==> config.mk <==
export PLATFORM = sky130hd
export DESIGN_NAME = fetch_ctrl
export DESIGN_NICKNAME = d
export VERILOG_FILES = /design/src/rtl/fetch_pkg.sv /design/src/rtl/fetch_skid.sv /design/src/rtl/fetch_ctrl.sv
export SDC_FILE = /design/constraint.sdc
export NUM_CORES = 1
export LEC_CHECK = 0
export BUFFER_PORTS_ARGS = -buffer_cell sky130_fd_sc_hd__buf_4
export CAP_MARGIN = 10
export CELL_PAD_IN_SITES_DETAIL_PLACEMENT = 0
export CELL_PAD_IN_SITES_GLOBAL_PLACEMENT = 1
export CORE_MARGIN = 2
export CORE_UTILIZATION = 36
export CTS_CLUSTER_DIAMETER = 50
export DETAILED_ROUTE_END_ITERATION = 12
export PLACE_DENSITY = 0.81
export SLEW_MARGIN = 40
export SYNTH_ARGS = -nofsm -noshare
export SYNTH_HDL_FRONTEND = slang
export SYNTH_SLANG_ARGS = --single-unit
==> constraint.sdc <==
create_clock -name clk -period 1.9 [get_ports clk]
set_clock_uncertainty 0.15 [all_clocks]
set_input_delay 0.095 -clock clk [delete_from_list [all_inputs] [get_ports clk]]
set_output_delay 0.095 -clock clk [all_outputs]
set_load 0.01 [all_outputs]
==> src/rtl/fetch_pkg.sv <==
// Shared types and defaults for the fetch-stage sequencer.
package fetch_pkg;

   typedef enum logic {
      FETCH = 1'b0,
      DRAIN = 1'b1
   } fetch_state_e;

   localparam logic [31:0] RESET_PC_DEF  = 32'h0000_0000;
   localparam logic [31:0] NOP_INSTR_DEF = 32'h0000_0013;
   localparam logic [31:0] PC_STEP       = 32'd4;

   // Redirect targets are forced onto a word boundary.
   function automatic logic [31:0] align_word(input logic [31:0] addr);
      return {addr[31:2], 2'b00};
   endfunction

endpackage

==> src/rtl/fetch_skid.sv <==
// One-entry (pc, instr) holding buffer used while ID is stalled.
module fetch_skid
   import fetch_pkg::*;
(
   input  logic        clk,
   input  logic        rst,
   input  logic        load_i,
   input  logic        clear_i,
   input  logic [31:0] pc_i,
   input  logic [31:0] instr_i,
   output logic        valid_o,
   output logic [31:0] pc_o,
   output logic [31:0] instr_o
);

   logic        valid_q, valid_d;
   logic [31:0] pc_q, pc_d;
   logic [31:0] instr_q, instr_d;

   // Clear beats load so a redirect always empties the entry.
   always_comb begin
      valid_d = valid_q;
      pc_d    = pc_q;
      instr_d = instr_q;
      if (clear_i) begin
         valid_d = 1'b0;
      end else if (load_i) begin
         valid_d = 1'b1;
         pc_d    = pc_i;
         instr_d = instr_i;
      end
   end

   // Entry registers with synchronous reset.
   always_ff @(posedge clk) begin
      if (rst) begin
         valid_q <= 1'b0;
         pc_q    <= 32'h0;
         instr_q <= 32'h0;
      end else begin
         valid_q <= valid_d;
         pc_q    <= pc_d;
         instr_q <= instr_d;
      end
   end

   assign valid_o = valid_q;
   assign pc_o    = pc_q;
   assign instr_o = instr_q;

endmodule

==> src/rtl/fetch_ctrl.sv <==
// Fetch-stage sequencer: owns the PC, issues imem requests, applies
// redirects/stalls and presents the IF/ID payload.
//
//   state | meaning
//   ------+------------------------------------------------------------
//   FETCH | normal sequential fetching; redirect applied immediately
//   DRAIN | redirect arrived mid-request; finish old request, drop data
module fetch_ctrl
   import fetch_pkg::*;
#(
   parameter logic [31:0] RESET_PC  = RESET_PC_DEF,
   parameter logic [31:0] NOP_INSTR = NOP_INSTR_DEF
) (
   input  logic        clk,
   input  logic        rst,
   input  logic        redirect_en,
   input  logic [31:0] redirect_pc,
   input  logic        stall_i,
   output logic        imem_req,
   output logic [31:0] imem_addr,
   input  logic        imem_ready,
   input  logic [31:0] imem_rdata,
   output logic        if_valid,
   output logic [31:0] if_pc,
   output logic [31:0] if_instr,
   output logic        flush_ifid,
   output logic        flush_idex,
   output logic        misalign_err
);

   fetch_state_e state_q, state_d;
   logic [31:0]  pc_q, pc_d;
   logic [31:0]  pend_pc_q, pend_pc_d;
   logic         if_valid_q, if_valid_d;
   logic [31:0]  if_pc_q, if_pc_d;
   logic [31:0]  if_instr_q, if_instr_d;
   logic         misalign_q, misalign_d;

   logic         skid_load, skid_clear, skid_valid;
   logic [31:0]  skid_pc, skid_instr;
   logic         fire;
   logic [31:0]  target;

   fetch_skid u_skid (
      .clk     (clk),
      .rst     (rst),
      .load_i  (skid_load),
      .clear_i (skid_clear),
      .pc_i    (pc_q),
      .instr_i (imem_rdata),
      .valid_o (skid_valid),
      .pc_o    (skid_pc),
      .instr_o (skid_instr)
   );

   // Draining must keep the request up; in FETCH a full skid throttles it.
   assign imem_req   = ~rst & ((state_q == DRAIN) | ~skid_valid);
   assign imem_addr  = pc_q;
   assign fire       = imem_req & imem_ready;
   assign target     = align_word(redirect_pc);
   assign flush_ifid = redirect_en & ~rst;
   assign flush_idex = redirect_en & ~rst;

   // Next-state arbitration: redirect > drain > stall > skid replay > fetch.
   always_comb begin
      state_d    = state_q;
      pc_d       = pc_q;
      pend_pc_d  = pend_pc_q;
      if_valid_d = if_valid_q;
      if_pc_d    = if_pc_q;
      if_instr_d = if_instr_q;
      misalign_d = redirect_en & (redirect_pc[1:0] != 2'b00);
      skid_load  = 1'b0;
      skid_clear = 1'b0;

      if (redirect_en) begin
         if_valid_d = 1'b0;
         if_instr_d = NOP_INSTR;
         skid_clear = 1'b1;
         if (!imem_req || imem_ready) begin
            pc_d    = target;
            state_d = FETCH;
         end else begin
            // Address must stay put until the in-flight request completes.
            pend_pc_d = target;
            state_d   = DRAIN;
         end
      end else if (state_q == DRAIN) begin
         if_valid_d = 1'b0;
         if_instr_d = NOP_INSTR;
         if (imem_ready) begin
            pc_d    = pend_pc_q;
            state_d = FETCH;
         end
      end else if (stall_i) begin
         if (fire) begin
            skid_load = 1'b1;
            pc_d      = pc_q + PC_STEP;
         end
      end else if (skid_valid) begin
         if_valid_d = 1'b1;
         if_pc_d    = skid_pc;
         if_instr_d = skid_instr;
         skid_clear = 1'b1;
      end else if (fire) begin
         if_valid_d = 1'b1;
         if_pc_d    = pc_q;
         if_instr_d = imem_rdata;
         pc_d       = pc_q + PC_STEP;
      end else begin
         if_valid_d = 1'b0;
         if_instr_d = NOP_INSTR;
      end
   end

   // State and payload registers with synchronous reset.
   always_ff @(posedge clk) begin
      if (rst) begin
         state_q    <= FETCH;
         pc_q       <= RESET_PC;
         pend_pc_q  <= RESET_PC;
         if_valid_q <= 1'b0;
         if_pc_q    <= 32'h0;
         if_instr_q <= NOP_INSTR;
         misalign_q <= 1'b0;
      end else begin
         state_q    <= state_d;
         pc_q       <= pc_d;
         pend_pc_q  <= pend_pc_d;
         if_valid_q <= if_valid_d;
         if_pc_q    <= if_pc_d;
         if_instr_q <= if_instr_d;
         misalign_q <= misalign_d;
      end
   end

   assign if_valid     = if_valid_q;
   assign if_pc        = if_pc_q;
   assign if_instr     = if_instr_q;
   assign misalign_err = misalign_q;

endmodule
Word-level counts from Yosys, hierarchy flattened:

Index checks and enable logic that the tools add are counted.

* flip-flop bits (word level): 194
* word-level logic and storage cells: 60
* output and inout port bits: 101
* input bits: 69

* add/sub/neg operators: 1
* reduce and logical (&&, ||, !) cells: 10
* eq/ne operators: 3
* bitwise gates (word level): 12
* muxes and demuxes: 24

Operators with widths (number)
* $mux W32: 11
* $add A32 B3 Y32 const B: 1
* $mux W1: 13
* $not A1 Y1: 7
* $and A1 B1 Y1: 4
* $ne A4 B4 Y1 const B: 1
* $reduce_and A2 Y1: 2
* $reduce_and A4 Y1: 1
* $reduce_bool A2 Y1: 2
* $ne A3 B3 Y1 const B: 1
* $reduce_and A3 Y1: 1
* $reduce_or A3 Y1: 1
* $ne A2 B1 Y1 const B: 1
* $reduce_or A2 Y1: 1
* $logic_not A1 Y1: 1
* $logic_or A1 B1 Y1: 1
* $or A1 B1 Y1: 1

Depth between registers and ports, before layout:

* word-level depth: 9
* depth in mapped cells: 8
* depth with buffers taken out: 6

Cells and area by module:

A second synthesis with hierarchy kept.

* cells, all modules: 1080
* area, all modules: 9500.4 um^2

Modules (own cells, without submodules)
* fetch_ctrl: instances 1, area each 6306.0 um^2, cells an instance 785
* fetch_skid: instances 1, area each 3194.3 um^2, cells an instance 295

Worst setup path before layout:

OpenSTA, ideal clock, no wires.

* kind: reg-to-reg
* start point: register pc_q[2], in the netlist imem_addr[2]
* end point: register pc_q[26], in the netlist imem_addr[26]
* arrival time: 1.721 ns
* path buffers: 2
* stages on the path, launching flop included: 9
* slack: -0.108 ns
* cells stage by stage: dfxtp_1 > ha_1 > and4_1 > buf_2 > nand3_1 > buf_2 > nor3_2 > mux2i_1 > o32ai_1

* cells in the longest elaborated chain, start to end: 6

Ends and longest elaborated chain
* start, declared: line fetch_ctrl.sv:32 `logic [31:0] pc_q, pc_d;`
* start signal, assigned: line fetch_ctrl.sv:128 `pc_q <= pc_d;`
* $add A32 B3 Y32 (*): line fetch_ctrl.sv:98, fetch_ctrl.sv:109
* $mux W32 (*): line fetch_ctrl.sv:96, fetch_ctrl.sv:105
* $mux W32: line fetch_ctrl.sv:100 `end else if (skid_valid) begin`
* $mux W32 (*): line fetch_ctrl.sv:95 `end else if (stall_i) begin`
* $mux W32 (*): line fetch_ctrl.sv:88 `end else if (state_q == DRAIN) begin`
* $mux W32 (*): line fetch_ctrl.sv:76 `if (redirect_en) begin`

Mark *: on every way between the ends. The rest lies on a longest branch, timed or not. The select of a mux whose other input is x is not followed.
A chain may end at the register's enable or synchronous reset.

Final worst setup path:

* start point: register pc_q[2], in the netlist imem_addr[2]
* end point: register pc_q[30], in the netlist imem_addr[30]

The elaborated chain is that of the path after synthesis.

==> metrics.md <==
| Metric | Value |
|---|---|
| Run status | `finished clean` |
| Internal | `6.659 mW` |
| Crit Path Max Fanout | `11` |
| Buffers on Ports | `165` |
| Total die area | `0.02484 mm^2` |
| Die Ht | `between 150 and 200 um` |
| Post-Route Setup TNS | `0 ns` |
| Gr usage total | `19.89%` |
| Rel. slew slack | `roughly 60%` |
| Post-synthesis register bit count | `between 150 and 200` |
| Area delta synth->final | `38.89%` |
| I/O Pins | `170` |
| Largest net degree at the start of global routing | `48` |
| NetSw | `approximately 2.4 mW` |
| Setup-failing EPs final | `0` |
| Number of placed cells counting well taps | `1528` |
| Die X | `157.6 um` |
| PD cells | `770.0 mW/mm^2` |
| CP required | `2.06 ns` |
| WL/cell | `15.67 um` |
| Tcrit/Tclk final | `a little over nine tenths` |
| Arrival @ worst endpoint | `2.00 ns` |
| Initial antenna violation count | `0` |
| Share of layout cells above drive strength 1 | `25.65%` |
| Syn Area/Cell | `8.021 um^2` |
| Final worst path period need | `about 1.8 ns` |
| Clock power share | `39.7%` |
| Initial Util | `36.41%` |
| Core Area | `0.02333 mm^2` |
| Crit end category | `flop` |
| Detailed-placement wirelength estimate | `17300 um` |
| Reg power frac | `45.5%` |
| Yosys cell types | `59` |
| Post-synth EDFFs | `0` |
| DRT Wirelength | `25590 um` |
| Antenna fix cells | `0` |
| Worst-margin pin slew | `0.5769 ns` |
| DRC | `0` |
| Worst skew pair latency | `0.44 ns` |
| Vias | `8164` |
| Crit Path Class | `reg2reg` |
| Fin. Hold Viols | `0` |
| Sequential share of the synthesized area | `44.31%` |
| Yosys Warn Count | `0` |
| Root Buffer | `clkbuf_16` |
| Vias in the first global route | `around 7300` |
| F_max | `0.5445 GHz` |
| Final ANT Viol Nets | `0` |
| Initial DRT Pass Iterations | `5` |
| Post-Syn Area | `0.008494 mm^2` |
| Top FF cell, synth | `dfxtp_1` |
| Worst-case vdd ir drop | `0.4673 mV` |
| Multi-input gate area | `0.004294 mm^2` |
| Synth Instances | `1059` |
| Layout net count | `about 1400` |
| Grt ovf | `0` |
| DRT iter0 DRCs | `~650` |
| # fillers | `2232` |
| Commonest non-fill, non-tap cells in the layout | `260 x nand2_1, 237 x buf_4, 184 x dfxtp_1` |
| Worst-path clk slew | `about 0.07 ns` |
| Final Wtd Congestion | `roughly 0.88` |
| WHS | `0.2652 ns` |
| Number of clock sinks | `188` |
| CTS tree | `built` |
| R2R Setup Slk | `0.06 ns` |
| CP Launch Type | `flop` |
| Most common cell after layout, fill and taps aside | `nand2_1` |
| Longest Clk Path Bufs | `2` |
| Via density | `roughly 5.0` |
| Combinational Power Share | `14.7%` |
| Switch share | `26.70%` |
| Std cell rows | `56` |
| Register area | `about 0.0038 mm^2` |
| Max Slew Vio Count | `0` |
| CTS Buf Count | `17` |
| HP Class | `in2reg` |
| First-pass GRT wire length | `39020 um` |
| Unrepaired setup endpoints after global routing | `yes` |
| Max-cap violations | `0` |
| Final Non-Filler Cells | `1633` |
| Number of H-tree levels | `4` |
| Async set-reset flop share out of synthesis | `0%` |
| Pleak | `4.486 nW` |
==> stage by stage <==
stage          setup WS, ns  power [mW]  instance area, um^2  util [%]
2_1_floorplan     0.0001017       4.856                 8516         -
3_3_place_gp        0.05710       5.425                10390     44.52
3_5_place_dp       -0.03861       5.433                10390     44.52
4_1_cts             0.02473       9.144                11680     50.05
5_1_grt            -0.04642       9.448                11800     50.56
6_report            0.06348       9.084                11800     50.56
==> registers in the layout (all words and copies together), names as in the netlist <==
register,flops
u_skid.valid_o,1
if_pc,30
pend_pc_q,30
u_skid.instr_o,32
misalign_err,1
if_valid,1
imem_addr,30
u_skid.pc_o,30
state_q,1
if_instr,32
==> synthesized netlist by cell type, drive strengths merged (8+ instances only) <==
master	instances	share of area, %
nor3	19	1.4
a211oi	34	3.0
a22oi	31	2.7
dfxtp	188	44
nand4	8	0.66
and2	9	0.66
o21ai	43	2.6
a21oi	126	7.5
mux2i	40	4.7
nand2	260	11
mux2	29	3.8
nor2	90	4.0
buf	46	3.3
clkbuf	54	2.4
nand3	10	0.59
==> power by group through the flow <==
stage	Sequential (mW)	Clock [mW]	Combinational, mW
after CTS	4.13	3.69	1.32
after global routing	4.15	3.84	1.46
after global placement	4.22	0	1.20
after detailed placement	4.23	0	1.21
final	4.14	3.61	1.34
after floorplan	4.27	0	0.585
==> what timing repair did <==
item,in CTS,in global routing
endpoints found under the hold margin,117,0
gates cloned,0,2
hold buffers,69,0
endpoints found under the setup margin,63,86
buffers inserted,0,2
resized for setup,1,19
==> kinds of logic after synthesis <==
| family | Yosys count | synth area share (%) |
|---|---|---|
| and+or+nand+nor | 417 | 20.74 |
| AOI/OAI and AO/OA | 276 | 20.09 |
| DFF | 188 | 44.31 |
| buffers and inverters | 106 | 6.010 |
| muxes | 69 | 8.558 |
| adders and majority gates | 1 | 0.1473 |
| other | 1 | 0.04415 |
| xor gates and xnor gates | 1 | 0.1031 |
==> final cells by class <==
type,count,share of cell area [%]
clock buffer,20,3.966
clock inverter,12,1.092
inverter,6,0.1909
multi-input combinational,768,36.40
sequential,188,31.99
tap,319,3.383
timing repair buffer,320,22.98
==> worst max-delay path, stage by stage (launching register included) <==
cell and delay, ns:
dfxtp_4 0.37, ha_2 0.18, and4_4 0.23, nand3_2 0.08, buf_6 0.18, nor3_4 0.22, mux2i_1 0.21, o32ai_1 0.09
==> path summary, 6_finish.rpt <==
| kind | startpoint | endpoint | cells past startpoint |
|---|---|---|---|
| setup reg to reg | imem_addr[2] | imem_addr[30] | 7 |
| hold / removal | redirect_pc[1] | misalign_err | 4 |
| hold reg to reg | u_skid.instr_o[15] | u_skid.instr_o[15] | 2 |
| setup / recovery | imem_addr[2] | imem_addr[30] | 7 |
==> layer usage <==
layer	up-vias	wire, um	global-route usage, %
li1	4155	-	-
met1	3761	12400	29.07
met2	217	11400	29.72
met3	31	1356	4.106
met4	0	435	5.195
met5	-	0	0
No activity file was read; power rests on OpenSTA's default activity.
